<file path="src/rtl/uart_rx_fifo_if.sv">
// uart_rx_fifo_if: bundles the receiver-facing capture inputs and the
// consumer-facing read/status signals of the UART receive FIFO.
//   master: drives rx_data/rx_data_ready/rx_error, rd_en, ovf_clr;
//           observes rd_data, rd_err, empty, full, count, overflow.
//   slave : the FIFO side (directions mirrored).
interface uart_rx_fifo_if #(
  parameter int DEPTH_LOG2 = 4
);
  logic [7:0]          rx_data;
  logic                rx_data_ready;
  logic                rx_error;
  logic                rd_en;
  logic                ovf_clr;
  logic [7:0]          rd_data;
  logic                rd_err;
  logic                empty;
  logic                full;
  logic [DEPTH_LOG2:0] count;
  logic                overflow;

  modport master (
    output rx_data, rx_data_ready, rx_error, rd_en, ovf_clr,
    input  rd_data, rd_err, empty, full, count, overflow
  );

  modport slave (
    input  rx_data, rx_data_ready, rx_error, rd_en, ovf_clr,
    output rd_data, rd_err, empty, full, count, overflow
  );
endinterface

</file>
<file path="src/rtl/uart_rx_fifo.sv">
// uart_rx_fifo: receive-side buffer behind a UART receiver.
// Synchronises the asynchronous rx_data_ready level, turns each rising
// level into one push of {rx_error, rx_data}, and holds the entries in a
// first-word-fall-through FIFO drained by rd_en.
// Ports:
//   clk   - system clock, all state on its rising edge
//   rst_n - synchronous active-low reset
//   bus   - uart_rx_fifo_if.slave: rx_data/rx_data_ready/rx_error capture
//           inputs, rd_en pop strobe, ovf_clr, and rd_data/rd_err head
//           entry plus empty/full/count/overflow status.
module uart_rx_fifo #(
  parameter int DEPTH_LOG2   = 4,
  parameter bit DROP_ERRORED = 1'b0
) (
  input logic           clk,
  input logic           rst_n,
  uart_rx_fifo_if.slave bus
);
  localparam int DEPTH = 1 << DEPTH_LOG2;
  localparam logic [DEPTH_LOG2:0]   CNT_ONE = (DEPTH_LOG2+1)'(1);
  localparam logic [DEPTH_LOG2:0]   CNT_MAX = (DEPTH_LOG2+1)'(DEPTH);
  localparam logic [DEPTH_LOG2-1:0] PTR_ONE = DEPTH_LOG2'(1);

  typedef struct packed {
    logic       err;
    logic [7:0] data;
  } entry_t;

  entry_t                mem [DEPTH];
  logic [2:0]            sync_pipe;   // [0]=s1, [1]=s2, [2]=s3
  logic [DEPTH_LOG2-1:0] wr_ptr, rd_ptr;
  logic [DEPTH_LOG2:0]   cnt, cnt_nxt;
  logic                  empty_q, full_q, ovf_q;
  logic                  push_req, wr_req, wr_en, pop, drop;
  entry_t                head;

  // Rising edge of the synchronised ready level; s1..s3 reset high so a
  // ready level left high across reset never looks like a new frame.
  assign push_req = sync_pipe[1] & ~sync_pipe[2];
  assign wr_req   = push_req & ~(DROP_ERRORED & bus.rx_error);
  assign pop      = bus.rd_en & ~empty_q;
  // A pop in the same cycle frees the slot, so a full FIFO still accepts.
  assign wr_en    = wr_req & (~full_q | pop);
  assign drop     = wr_req & full_q & ~pop;

  always_comb begin
    cnt_nxt = cnt;
    unique case ({wr_en, pop})
      2'b10:   cnt_nxt = cnt + CNT_ONE;
      2'b01:   cnt_nxt = cnt - CNT_ONE;
      default: cnt_nxt = cnt;
    endcase
  end

  always_ff @(posedge clk) begin
    if (!rst_n) begin
      sync_pipe <= 3'b111;
      wr_ptr    <= '0;
      rd_ptr    <= '0;
      cnt       <= '0;
      empty_q   <= 1'b1;
      full_q    <= 1'b0;
      ovf_q     <= 1'b0;
    end else begin
      sync_pipe <= {sync_pipe[1:0], bus.rx_data_ready};
      if (wr_en) wr_ptr <= wr_ptr + PTR_ONE;
      if (pop)   rd_ptr <= rd_ptr + PTR_ONE;
      cnt     <= cnt_nxt;
      empty_q <= (cnt_nxt == '0);
      full_q  <= (cnt_nxt == CNT_MAX);
      // set beats clear when both land together
      if (drop)             ovf_q <= 1'b1;
      else if (bus.ovf_clr) ovf_q <= 1'b0;
    end
  end

  // Storage needs no reset: empty gating hides stale contents.
  always_ff @(posedge clk) begin
    if (rst_n && wr_en) mem[wr_ptr] <= '{err: bus.rx_error, data: bus.rx_data};
  end

  assign head         = mem[rd_ptr];
  assign bus.rd_data  = empty_q ? 8'h00 : head.data;
  assign bus.rd_err   = empty_q ? 1'b0  : head.err;
  assign bus.empty    = empty_q;
  assign bus.full     = full_q;
  assign bus.count    = cnt;
  assign bus.overflow = ovf_q;
endmodule
</file>
<file path="src/flat_wrapper.sv">
// flat-port wrapper written by rule: the top's interface ports become plain ports
module uart_rx_fifo_flat 
#(
  parameter int DEPTH_LOG2   = 4,
  parameter bit DROP_ERRORED = 1'b0
)
  (clk, rst_n, bus_rx_data, bus_rx_data_ready, bus_rx_error, bus_rd_en, bus_ovf_clr, bus_rd_data, bus_rd_err, bus_empty, bus_full, bus_count, bus_overflow);
  uart_rx_fifo_if #(.DEPTH_LOG2(DEPTH_LOG2)) bus_i ();
  input logic clk;
  input logic rst_n;
  input wire logic [$bits(bus_i.rx_data)-1:0] bus_rx_data;
  input wire logic [$bits(bus_i.rx_data_ready)-1:0] bus_rx_data_ready;
  input wire logic [$bits(bus_i.rx_error)-1:0] bus_rx_error;
  input wire logic [$bits(bus_i.rd_en)-1:0] bus_rd_en;
  input wire logic [$bits(bus_i.ovf_clr)-1:0] bus_ovf_clr;
  output wire logic [$bits(bus_i.rd_data)-1:0] bus_rd_data;
  output wire logic [$bits(bus_i.rd_err)-1:0] bus_rd_err;
  output wire logic [$bits(bus_i.empty)-1:0] bus_empty;
  output wire logic [$bits(bus_i.full)-1:0] bus_full;
  output wire logic [$bits(bus_i.count)-1:0] bus_count;
  output wire logic [$bits(bus_i.overflow)-1:0] bus_overflow;
  assign bus_i.rx_data = bus_rx_data;
  assign bus_i.rx_data_ready = bus_rx_data_ready;
  assign bus_i.rx_error = bus_rx_error;
  assign bus_i.rd_en = bus_rd_en;
  assign bus_i.ovf_clr = bus_ovf_clr;
  assign bus_rd_data = bus_i.rd_data;
  assign bus_rd_err = bus_i.rd_err;
  assign bus_empty = bus_i.empty;
  assign bus_full = bus_i.full;
  assign bus_count = bus_i.count;
  assign bus_overflow = bus_i.overflow;
  uart_rx_fifo #(.DEPTH_LOG2(DEPTH_LOG2), .DROP_ERRORED(DROP_ERRORED)) u_core (.clk(clk), .rst_n(rst_n), .bus(bus_i));
endmodule
</file>
<file path="config.mk">
export PLATFORM = sky130hd
export DESIGN_NAME = uart_rx_fifo_flat
export DESIGN_NICKNAME = d
export VERILOG_FILES = /design/src/rtl/uart_rx_fifo_if.sv /design/src/rtl/uart_rx_fifo.sv /design/src/flat_wrapper.sv
export SDC_FILE = /design/constraint.sdc
export NUM_CORES = 1
export LEC_CHECK = 0
export CELL_PAD_IN_SITES_DETAIL_PLACEMENT = 0
export CELL_PAD_IN_SITES_GLOBAL_PLACEMENT = 1
export CORE_MARGIN = 5
export CORE_UTILIZATION = 55
export CTS_BUF_LIST = sky130_fd_sc_hd__clkbuf_8
export DETAILED_ROUTE_END_ITERATION = 16
export DONT_BUFFER_PORTS = 1
export MAX_ROUTING_LAYER = met4
export PLACE_DENSITY = 0.9
export SETUP_SLACK_MARGIN = 0.3
export SYNTH_ARGS = -nofsm -noshare
export SYNTH_HDL_FRONTEND = slang
export SYNTH_SLANG_ARGS = --single-unit
</file>
<file path="constraint.sdc">
create_clock -name clk -period 8.22 [get_ports clk]
set_clock_uncertainty 0.2 [all_clocks]
set_input_delay 1.233 -clock clk [delete_from_list [all_inputs] [get_ports clk]]
set_output_delay 1.233 -clock clk [all_outputs]
set_load 0.02 [all_outputs]
</file>
==> impl_metrics.yaml <==
status:
  status: "completed"
setup_path:
  cp_common_cell: "mux4_2"
  crit_family: "multiplexers"
  cp.required_ns: 6.79
  path_cells: "buf_4 -> mux4_2 -> mux4_2 -> nor2b_1"
  cp-start-kind: "register"
  r2r-start: "u_core.bus.empty"
  worst_path_max_delay_cell: "mux4_2"
  crit_type: "reg2out"
  max_stage_delay_ns: 0.58
  end_kind: "output port"
  cp_max_fo: 36
  worst-path-buf-inv: 1
  crit_arrival_ns: 2.68
route:
  dr.first_iter.drc_count: 449
  drc_errors: 0
  routed_wirelength_mm: 11.90
  drt_pre_antenna_iters: 5
  via_per_inst: 6.145
  antenna_left: 0
  vias: 3128
  wl_per_cell_um: 23.39
clocking:
  clk_pin_slew_ns: 0.09
  clk_path_buf_depth: 2
  cts_tree: "done"
  cts.sinks: 167
  hold_buffers: 0
  cts_root_buf: "clkbuf_8"
  ctsResizeCount: 0
  cts_buffers: 17
  cts.htree.levels: 4
  clk_latency_ns: 0.45
  postCtsSetupBuffers: 0
floorplanning:
  die-area_um2: 14320
  io_pins: 31
  die_y_um: 119.7
  coreArea_um2: 11910
  initial_core_util_pct: 55.55
  row_count: 40
  die_w_um: 119.7
place:
  portBuffers: 0
  place_congestion: 0.7639
  placed_cell_area_um2: 6740
  dp.final_hpwl_mm: 7.286
cells_and_area:
  diodes: 0
  multiInputGateArea_um2: 1729
  stdcell_area_um2: 7113
  fill_cells: 840
  drive_above_1_share_pct: 22.65
  regArea_um2: 4786
  nets: 371
  area_growth_pct: 7.508
logic_synthesis:
  synth.avg_cell_area_um2: 19.29
  synth_nets: 365
  ys_types: 37
  synth_edf_count: 144
  ys_seq_area_share_pct: 72.31
  netlist_instances: 343
  synthTopCellsByArea: "edfxtp_1 (65%), mux4_2 (15%), dfxtp_1 (7.0%), nor2b_1 (1.6%), ha_1 (1.5%)"
  synth_top_area_share_pct: 65.36
  syn_area_um2: 6616
  synth_seq_cells: 167
  ys.flop_type: "edfxtp_1"
  synth_warnings: 0
  yosysTopAreaCell: "edfxtp_1"
  async_reset_ff_share_pct: 0
power:
  p_leak_nw: 2.191
  irDropWorstVdd_uv: 125.3
  power_density_nw_per_um2: 223.8
timing:
  slew_headroom_pct: 15.89
  worst_pin_slew_ns: 1.257
  setup_viol: 0
  clock.fmax_ghz: 0.2432
  finalMaxSlewViolations: 0
  whs_ns: 0.2163
  finalHoldViolCount: 0
  min_period_over_period_pct: 50.03
  fin_crit_ns: 4.112
  grt_setup_unrepaired: "false"
  fin_setup_tns_ns: 0
global_route:
  grt_pass1_wl_mm: 18.70
  grt_overflow: 0
  grt_pass1_vias: 3118
  grt_antenna_before_repair: 0
  grt_usage_pct: 18.63
  grt_max_degree: 37
hold_path:
  hp-class: "reg2reg"
  hp-start: "u_core.sync_pipe[0]"
job:
  drv_cap: 0
-- report_power, final --
part	switching, W	total (W)	internal, W
Combinational	0.0000548	0.000112	0.0000569
Sequential	0.0000164	0.000941	0.000925
Clock	0.000317	0.000539	0.000222
-- per-stage QoR --
| step | util (%) | instances | power, W | setup slack, ns |
|---|---|---|---|---|
| floorplan | - | 343 | 0.001059 | 4.604 |
| global placement | 56.59 | 477 | 0.001074 | 4.466 |
| detailed placement | 56.59 | 477 | 0.001075 | 4.390 |
| CTS | 59.72 | 509 | 0.001602 | 4.032 |
| global route | 59.72 | 509 | 0.001653 | 3.915 |
| finish | 59.72 | 509 | 0.001592 | 4.108 |
-- layout by cell type (no fill, tap or decap), drive strengths merged, types with 3 or more instances in the layout --
master and instances:
edfxtp 144, mux4 45, dfxtp 23, nor2 21, nor2b 17, clkbuf 17, inv 15, and2 9
nand2 8, xnor2 8, ha 8, nand2b 6, o21ai 5, clkinv 4, nand3b 3, clkinvlp 3
-- layer usage --
layer / vias to the layer above / global-route usage (%) / routed length (um)
met5: - / - / 0
met4: 0 / 6.442 / 198
met3: 24 / 4.053 / 760
met2: 118 / 29.52 / 6160
met1: 1614 / 24.29 / 4783
li1: 1372 / - / -
-- final timing paths --
| check | endpoint | slack [ns] | cells past startpoint |
|---|---|---|---|
| worst max register to register | u_core.bus.full | 4.93 | 11 |
| worst min-delay path | u_core.sync_pipe[1] | 0.22 | 1 |
| worst min register to register | u_core.sync_pipe[1] | 0.22 | 1 |
| worst max-delay path | bus_rd_data[4] | 4.11 | 4 |
-- cells in the mapped netlist (all sizes together) (5+ instances only) --
cell type and count:
edfxtp 144, inv 7, ha 8, nand2 8, xnor2 8, mux4 45
dfxtp 23, nor2b 17, clkbuf 6, nand2b 6, buf 9, o21ai 5
and2 9, nor2 21
-- state kept, by name, indices dropped and copies added (netlist names), named ones only --
name / cells
u_core.rd_ptr: 4
u_core.sync_pipe: 3
u_core.mem: 144
u_core.bus.full: 1
u_core.bus.overflow: 1
u_core.bus.count: 5
u_core.bus.empty: 1
u_core.wr_ptr: 4
-- kinds of logic (layout without fill, tap and decap cells) --
logic type,Yosys count,count (layout),share of synthesized area [%]
buf+inv,22,41,1.551
fa+ha+maj,8,8,1.513
compound gates,18,18,1.891
mux,47,47,15.62
flops,167,167,72.31
xor+xnor,10,10,1.324
simple gates,71,71,5.787
-- final cells by class --
type / instances / share of cell area (%)
clock inverter: 15 / 1.953
clock buffer: 17 / 3.289
sequential: 167 / 67.28
multi-input combinational: 154 / 24.31
tap: 147 / 2.586
inverter: 7 / 0.3694
timing repair buffer: 2 / 0.2111
Power figures use the tool's default switching activity.
